<file path="config.mk">
export PLATFORM = sky130hd
export DESIGN_NAME = seqdet_ctrl_flat
export DESIGN_NICKNAME = d
export VERILOG_FILES = /design/src/rtl/seqdet_ctrl_if.sv /design/src/rtl/seqdet_ctrl.sv /design/src/flat_wrapper.sv
export SDC_FILE = /design/constraint.sdc
export NUM_CORES = 1
export LEC_CHECK = 0
export ABC_CLOCK_PERIOD_IN_PS = 2520
export CAP_MARGIN = 20
export CORE_MARGIN = 2
export CORE_UTILIZATION = 48
export DETAILED_ROUTE_END_ITERATION = 10
export GPL_ROUTABILITY_DRIVEN = 0
export HOLD_SLACK_MARGIN = 0.06
export MAX_ROUTING_LAYER = met4
export PLACE_DENSITY = 0.84
export SLEW_MARGIN = 20
export SYNTH_ARGS = -nofsm -noshare
export SYNTH_HDL_FRONTEND = slang
export SYNTH_SLANG_ARGS = --single-unit
</file>
<file path="constraint.sdc">
create_clock -name clk -period 2.52 [get_ports clk]
set_input_delay 0.504 -clock clk [delete_from_list [all_inputs] [get_ports clk]]
set_output_delay 0.504 -clock clk [all_outputs]
set_load 0.03 [all_outputs]
</file>
<file path="src/rtl/seqdet_ctrl_if.sv">
// Parallel word handshake into seqdet_ctrl: the producer offers in_data with
// in_valid, and the detector accepts it with in_ready.
interface seqdet_ctrl_if #(
  parameter int DATA_W = 8
);
  logic              in_valid;
  logic [DATA_W-1:0] in_data;
  logic              in_ready;

  modport master (
    output in_valid,
    output in_data,
    input  in_ready
  );

  modport slave (
    input  in_valid,
    input  in_data,
    output in_ready
  );
endinterface

</file>
<file path="src/rtl/seqdet_ctrl.sv">
// Serializes parallel words MSB first and detects a configurable bit pattern
// across the stream, counting matches and raising a sticky threshold interrupt.
module seqdet_ctrl #(
  parameter int DATA_W = 8
) (
  input  logic                clk,
  input  logic                rst,
  seqdet_ctrl_if.slave        in_if,
  input  logic                cfg_we,
  input  logic [7:0]          cfg_pattern,
  input  logic [3:0]          cfg_len,
  input  logic [7:0]          cfg_thresh,
  output logic                bit_valid,
  output logic                bit_out,
  output logic                match,
  output logic [7:0]          match_cnt,
  output logic                irq,
  input  logic                irq_clr,
  output logic                busy
);

  localparam int IDX_W = (DATA_W > 1) ? $clog2(DATA_W) : 1;
  localparam logic [IDX_W-1:0] LAST_IDX = IDX_W'(DATA_W - 1);

  typedef enum logic [0:0] {
    ST_IDLE  = 1'b0,
    ST_SHIFT = 1'b1
  } state_t;

  state_t            state_q, state_d;
  logic [IDX_W-1:0]  idx_q, idx_d;
  logic [DATA_W-1:0] word_q, word_d;
  logic              bit_valid_q, bit_valid_d;
  logic              bit_out_q, bit_out_d;
  logic [7:0]        pat_q, pat_d;
  logic [3:0]        len_q, len_d;
  logic [7:0]        thr_q, thr_d;
  logic [7:0]        hist_q, hist_d;
  logic [3:0]        fill_q, fill_d;
  logic              match_q, match_d;
  logic [7:0]        cnt_q, cnt_d;
  logic              irq_q, irq_d;

  logic              in_ready_s;
  logic              accept_s;
  logic [7:0]        mask_s;
  logic              irq_set_s;

  // Ready while idle or while the last bit of the current word is on the wire.
  assign in_ready_s     = (state_q == ST_IDLE) || (idx_q == {IDX_W{1'b0}});
  assign accept_s       = in_if.in_valid && in_ready_s;
  assign in_if.in_ready = in_ready_s;

  // Next-state, serializer, detector, counter and configuration logic.
  always_comb begin
    state_d     = state_q;
    idx_d       = idx_q;
    word_d      = word_q;
    bit_valid_d = 1'b0;
    bit_out_d   = 1'b0;
    pat_d       = pat_q;
    len_d       = len_q;
    thr_d       = thr_q;
    hist_d      = hist_q;
    fill_d      = fill_q;
    match_d     = 1'b0;
    cnt_d       = cnt_q;
    irq_d       = irq_q;
    irq_set_s   = 1'b0;
    mask_s      = 8'hFF >> (4'd8 - len_q);

    // The bit currently on the wire enters the history at this edge.
    if (bit_valid_q) begin
      hist_d  = {hist_q[6:0], bit_out_q};
      fill_d  = (fill_q == 4'd8) ? 4'd8 : (fill_q + 4'd1);
      match_d = (len_q != 4'd0) && (fill_d >= len_q) &&
                (((hist_d ^ pat_q) & mask_s) == 8'h00);
    end else begin
      hist_d  = hist_q;
      fill_d  = fill_q;
    end

    if (match_d && (cnt_q != 8'hFF)) begin
      cnt_d     = cnt_q + 8'd1;
      irq_set_s = (thr_q != 8'd0) && (cnt_d == thr_q);
    end else begin
      cnt_d     = cnt_q;
    end

    if (irq_set_s) begin
      irq_d = 1'b1;
    end else if (irq_clr) begin
      irq_d = 1'b0;
    end else begin
      irq_d = irq_q;
    end

    // Reconfiguration only between words; it wipes detection state.
    if (cfg_we && (state_q == ST_IDLE)) begin
      pat_d  = cfg_pattern;
      len_d  = (cfg_len > 4'd8) ? 4'd8 : cfg_len;
      thr_d  = cfg_thresh;
      hist_d = 8'h00;
      fill_d = 4'd0;
      cnt_d  = 8'd0;
      irq_d  = 1'b0;
    end else begin
      pat_d  = pat_q;
    end

    case (state_q)
      ST_IDLE: begin
        if (accept_s) begin
          state_d     = ST_SHIFT;
          idx_d       = LAST_IDX;
          bit_valid_d = 1'b1;
          bit_out_d   = in_if.in_data[DATA_W-1];
          word_d      = in_if.in_data << 1;
        end else begin
          state_d     = ST_IDLE;
        end
      end
      ST_SHIFT: begin
        if (idx_q != {IDX_W{1'b0}}) begin
          idx_d       = idx_q - IDX_W'(1);
          bit_valid_d = 1'b1;
          bit_out_d   = word_q[DATA_W-1];
          word_d      = word_q << 1;
        end else if (accept_s) begin
          idx_d       = LAST_IDX;
          bit_valid_d = 1'b1;
          bit_out_d   = in_if.in_data[DATA_W-1];
          word_d      = in_if.in_data << 1;
        end else begin
          state_d     = ST_IDLE;
        end
      end
      default: begin
        state_d = ST_IDLE;
      end
    endcase
  end

  // State register with synchronous reset to the default detection setup.
  always_ff @(posedge clk) begin
    if (rst) begin
      state_q     <= ST_IDLE;
      idx_q       <= {IDX_W{1'b0}};
      word_q      <= {DATA_W{1'b0}};
      bit_valid_q <= 1'b0;
      bit_out_q   <= 1'b0;
      pat_q       <= 8'h12;
      len_q       <= 4'd5;
      thr_q       <= 8'd0;
      hist_q      <= 8'h00;
      fill_q      <= 4'd0;
      match_q     <= 1'b0;
      cnt_q       <= 8'd0;
      irq_q       <= 1'b0;
    end else begin
      state_q     <= state_d;
      idx_q       <= idx_d;
      word_q      <= word_d;
      bit_valid_q <= bit_valid_d;
      bit_out_q   <= bit_out_d;
      pat_q       <= pat_d;
      len_q       <= len_d;
      thr_q       <= thr_d;
      hist_q      <= hist_d;
      fill_q      <= fill_d;
      match_q     <= match_d;
      cnt_q       <= cnt_d;
      irq_q       <= irq_d;
    end
  end

  assign bit_valid = bit_valid_q;
  assign bit_out   = bit_out_q;
  assign match     = match_q;
  assign match_cnt = cnt_q;
  assign irq       = irq_q;
  assign busy      = (state_q == ST_SHIFT);

endmodule

</file>
<file path="src/flat_wrapper.sv">
// flat-port wrapper written by rule: the top's interface ports become plain ports
module seqdet_ctrl_flat 
#(
  parameter int DATA_W = 8
)
  (clk, rst, cfg_we, cfg_pattern, cfg_len, cfg_thresh, bit_valid, bit_out, match, match_cnt, irq, irq_clr, busy, in_if_in_valid, in_if_in_data, in_if_in_ready);
  seqdet_ctrl_if #(.DATA_W(DATA_W)) in_if_i ();
  input  logic clk;
  input  logic rst;
  input  logic cfg_we;
  input  logic [7:0] cfg_pattern;
  input  logic [3:0] cfg_len;
  input  logic [7:0] cfg_thresh;
  output logic bit_valid;
  output logic bit_out;
  output logic match;
  output logic [7:0] match_cnt;
  output logic irq;
  input  logic irq_clr;
  output logic busy;
  input wire logic [$bits(in_if_i.in_valid)-1:0] in_if_in_valid;
  input wire logic [$bits(in_if_i.in_data)-1:0] in_if_in_data;
  output wire logic [$bits(in_if_i.in_ready)-1:0] in_if_in_ready;
  assign in_if_i.in_valid = in_if_in_valid;
  assign in_if_i.in_data = in_if_in_data;
  assign in_if_in_ready = in_if_i.in_ready;
  seqdet_ctrl #(.DATA_W(DATA_W)) u_core (.clk(clk), .rst(rst), .in_if(in_if_i), .cfg_we(cfg_we), .cfg_pattern(cfg_pattern), .cfg_len(cfg_len), .cfg_thresh(cfg_thresh), .bit_valid(bit_valid), .bit_out(bit_out), .match(match), .match_cnt(match_cnt), .irq(irq), .irq_clr(irq_clr), .busy(busy));
endmodule
</file>
Word level (Yosys, flattened, before mapping):

Index checks and enable logic that the tools add are counted.

* bitwise gates (word level): 3
* mux-type cells: 18
* equality and inequality tests: 3
* shifts and indexed selects: 1
* reductions and logical operators: 14
* add/subtract/negate cells: 4
* order comparisons: 2

Operators by type and width (number)
* 2-to-1 mux 8 bit: 2
* case mux 8 bit (2 select lines): 1
* adder 8 x 1 -> 8 bit (second input constant): 1
* AND 8 bit: 1
* == test 8 bit: 1
* zero test 8 bit: 1
* 2-to-1 mux 1 bit: 8
* 2-to-1 mux 4 bit: 2
* != test 8 bit (second input constant): 1
* nonzero test 8 bit: 1
* >> shifter 8 x 4 -> 8 bit (first input constant): 1
* bitwise XOR 8 bit: 1
* logical AND 1 bit: 6
* 2-to-1 mux 3 bit: 2
* case mux 3 bit (2 select lines): 1
* adder 4 x 1 -> 4 bit (second input constant): 1
* == test 4 bit (second input constant): 1
* >= comparator 4 bit: 1
* greater-than comparator 4 bit (second input constant): 1
* case mux 1 bit (2 select lines): 2
* nonzero test 4 bit: 1
* subtractor 4 bit (first input constant): 1
* zero test 3 bit: 1
* nonzero test 3 bit: 1
* other kinds (5): 5

* register bits after elaboration: 54
* output and inout port bits: 14

Logic depth before layout (Yosys ltp):

* depth after elaboration: 9
* depth in mapped cells: 13
* mapped depth without buffers: 12

Worst setup path before layout:

Ideal clock, no wire load.

* kind: reg-to-reg
* start: reg u_core.fill_q[0]
* end: reg u_core.cnt_q[3], in the netlist u_core.match_cnt[3]
* path buffers: 0
* setup slack: 0.012 ns
* clock period less this slack: 2.508 ns
* cell stages (with the launch flop): 12
* library setup time: 0.070 ns
* arrival: 2.437 ns
* path through: dfxtp_1 inv_1 ha_1 nand2_1 o21ai_0 ha_1 nand2b_1 a2111oi_0 a2111oi_1 nand3_2 or4_1 a21oi_1

* cells in the longest elaborated chain, start to end: 7
* elaborated cells between the ends (all ways): 8
* classes of those cells: add/sub (1); order compare (1); eq/ne (1); mux (2); reduce/logical (3)

RTL lines
* start, declared: line seqdet_ctrl.sv:39 `logic [3:0] fill_q, fill_d;`
* start signal, assigned: line seqdet_ctrl.sv:170 `fill_q <= fill_d;`
* adder 4 x 1 -> 4 bit or == test 4 bit (tied branches): line seqdet_ctrl.sv:75 `fill_d = (fill_q == 4'd8) ? 4'd8 : (fill_q + 4'd1);`
* 2-to-1 mux 4 bit *: line seqdet_ctrl.sv:75
* >= comparator 4 bit *: line seqdet_ctrl.sv:76 `match_d = (len_q != 4'd0) && (fill_d >= len_q) &&`
* logical AND 1 bit * (2 in a row): line seqdet_ctrl.sv:76
* 2-to-1 mux 1 bit *: line seqdet_ctrl.sv:73 `if (bit_valid_q) begin`
* logical AND 1 bit *: line seqdet_ctrl.sv:83 `if (match_d && (cnt_q != 8'hFF)) begin`
* end signal, assigned: line seqdet_ctrl.sv:172 `cnt_q <= cnt_d;`
* end, declared: line seqdet_ctrl.sv:41 `logic [7:0] cnt_q, cnt_d;`

Mark *: on every way between the ends. The rest lies on a longest branch, timed or not.
A chain may end at the register's enable or synchronous reset.

Final worst setup path:

Same ends and word-level chain as after synthesis.

==> results.cfg <==
[worst_setup_path]
crit_fanout = 7
critPathCaptureType = flop
worstPathArrival_ns = 2.84
worstSetupStartpointType = flop
worstSetupPathType = reg2reg
worst-endpoint-required_ns = 2.77
r2r_slack_ns = -0.08

[finish]
syn_to_final_growth_pct = 28.5
layout_commonest_cell = dfxtp_1
nFillCells = 456
fin_nets = 424
layout_common_cells = 51 x dfxtp_1, 45 x clkdlybuf4s50_1, 43 x nand2_1
drive_gt1_frac = 0.126
antenna_cells = 0
design_area_sq_mm = 0.00355
final_util = 0.640

[global_route]
grt_max_degree = 36
grt_pass1_vias = 2405
grt_overflow_total = 0
grt_usage = 0.215
grt_antenna_before_repair = 0
grt_pass1_wl_mm = 10.6

[place]
dpl.hpwl_mm = 4.64
io_buffers = 46
placed_area_sq_mm = 0.00334
pre_cts_ws_ns = -0.127

[synthesis]
syn_inst = 331
syn_area_sq_mm = 0.00276
synth_cell_types = 50
ys_warn_count = 0
synthTopCellsByArea = dfxtp_1 39%, nand2_1 6.1%, mux2i_1 5.8%, a21oi_1 5.6%, ha_1 5.4%
yosys.area.top_type = dfxtp_1
syn_area_per_cell_sq_um = 8.34
ys_seq_area_frac = 0.391
syn_nets = 376
synth_top_cell_area_share = 0.391
postSynth.asyncResetShare = 0
synthFlopType = dfxtp_1
ys_ff_latch = 54
synth_edf_count = 0

[status]
status = complete, but fails checks
failed_checks = setup timing

[floorplanning]
start_util = 0.498
die_y_um = 79.8
die_area_sq_mm = 0.00638
rows = 27
fp.dieW_um = 79.8
ioPinCount = 47
coreArea_sq_mm = 0.00554

[sta]
worst_pin_slew_ns = 0.570
report.final.slew_viol_count = 0
period_needed_ns = 2.60
finalCritPeriodShare = 1.03
setup_violations = 1
finalHoldViolations = 0
max_freq_ghz = 0.385
rsz0062_at_grt = yes
tns_ns = -0.0769
fin_worst_skew_ns = 0.00575
slew_headroom = 0.619
fin_ws_ns = -0.0769

[pwr]
peakVddDrop_uv = 311
power_leakage_nw = 1.36
cellPowerDensity_mw_per_mm2 = 492

[routing]
wl_per_cell_um = 14.7
drtPass1Iterations = 5
ant_nets = 0
vias_per_cell = 5.61
wl_mm = 6.65
drc = 0
drtIter0Drc = 254
vias = 2535

[clocking]
cts_buffer_depth = 2
h-tree-depth = 2
numCtsBuffers = 5
root_buffer = clkbuf_8
clock-sinks = 54
clk_latency_ns = 0.31
cts_tree = done
cts_hold_buf = 0
clk_pin_slew_worst_paths_ns = 0.09

[hold_path]
hold_class = reg2reg

[run]
max_cap_violations = 0
## synth_stat cells (all sizes together), types with 8 or more instances
library cell and number:
clkbuf 15, mux2i 16, nor3 8, inv 11, o21ai 10, xnor2 14
a211oi 9, xor2 8, nor2 30, ha 12, nand2 45, a21oi 31
dfxtp 54, nand3 10
## critical path: stages (launching register included)
cell	delay (ns)
dfxtp_2	0.33
buf_4	0.14
ha_4	0.17
nand2_2	0.08
mux2i_4	0.08
ha_4	0.27
o21a_1	0.12
nor2_1	0.05
a2111oi_2	0.33
buf_4	0.19
nand3_4	0.10
or4_1	0.53
a21oi_1	0.13
## repair_timing
item | 4_1_cts | 5_1_grt
buffers inserted | 0 | 1
pin swaps | 4 | 9
endpoints found under the setup margin | 7 | 10
gates resized for setup | 7 | 19
## registers in the layout (all words and copies together) (netlist names)
name / count
u_core.thr_q: 8
u_core.len_q: 4
u_core.match_cnt: 8
u_core.fill_q: 4
u_core.word_q: 8
u_core.match: 1
u_core.pat_q: 8
u_core.idx_q: 3
u_core.bit_valid: 1
u_core.hist_q: 7
u_core.irq: 1
u_core.bit_out: 1
## metrics by stage
stage | total power [mW] | instances | hold slack, ns
final | 1.75 | 452 | 0.467
after global placement | 1.25 | 443 | 0.447
after CTS | 1.74 | 451 | 0.475
after floorplan | 1.14 | 331 | 0.431
after detailed placement | 1.26 | 443 | 0.461
after global routing | 1.83 | 452 | 0.483
## cells by family (layout without fill, tap and decap cells)
family,count (synthesis),count (layout),share of synthesized area
AND/OR/NAND/NOR,123,123,0.215
flip-flops,54,54,0.391
AO/OA/AOI/OAI,68,68,0.155
buffers and inverters,34,83,0.0489
adder cells (fa/ha/maj),12,12,0.0544
XOR/XNOR,22,22,0.0698
multiplexers,18,18,0.0662
## final timing paths
kind                                                    start                                to  depth (start not counted)
worst max-delay path            u_core.fill_q[0]$_SDFFE_PP0P_  u_core.match_cnt[3]$_SDFFE_PP0P_                         12
worst min register to register    u_core.word_q[7]$_SDFF_PP0_         u_core.bit_out$_SDFF_PP0_                          2
worst max register to register  u_core.fill_q[0]$_SDFFE_PP0P_  u_core.match_cnt[3]$_SDFFE_PP0P_                         12
worst min-delay path              u_core.word_q[7]$_SDFF_PP0_         u_core.bit_out$_SDFF_PP0_                          2
## metal layers
layer | routed length, um | GRT usage
met3 | 356 | 0.0498
met1 | 2920 | 0.252
met2 | 3280 | 0.373
met5 | 0 | -
met4 | 92 | 0.0542
## cell type report
cell class,count,area (sq um),share of cell area
Inverter,12,45.0,0.0127
Sequential cell,54,1080,0.306
Timing Repair Buffer,63,591,0.166
Clock buffer,6,72.6,0.0205
Multi-Input combinational cell,243,1650,0.465
Tap cell,72,90.1,0.0254
Clock inverter,2,13.8,0.00388
## where the power goes
| group | switching (mW) | internal [mW] | leakage, nW |
|---|---|---|---|
| clock | 0.279 | 0.197 | 0.0452 |
| combinational | 0.169 | 0.169 | 0.874 |
| sequential | 0.0359 | 0.896 | 0.443 |
| total | 0.484 | 1.26 | 1.36 |
Power figures use the tool's default switching activity.
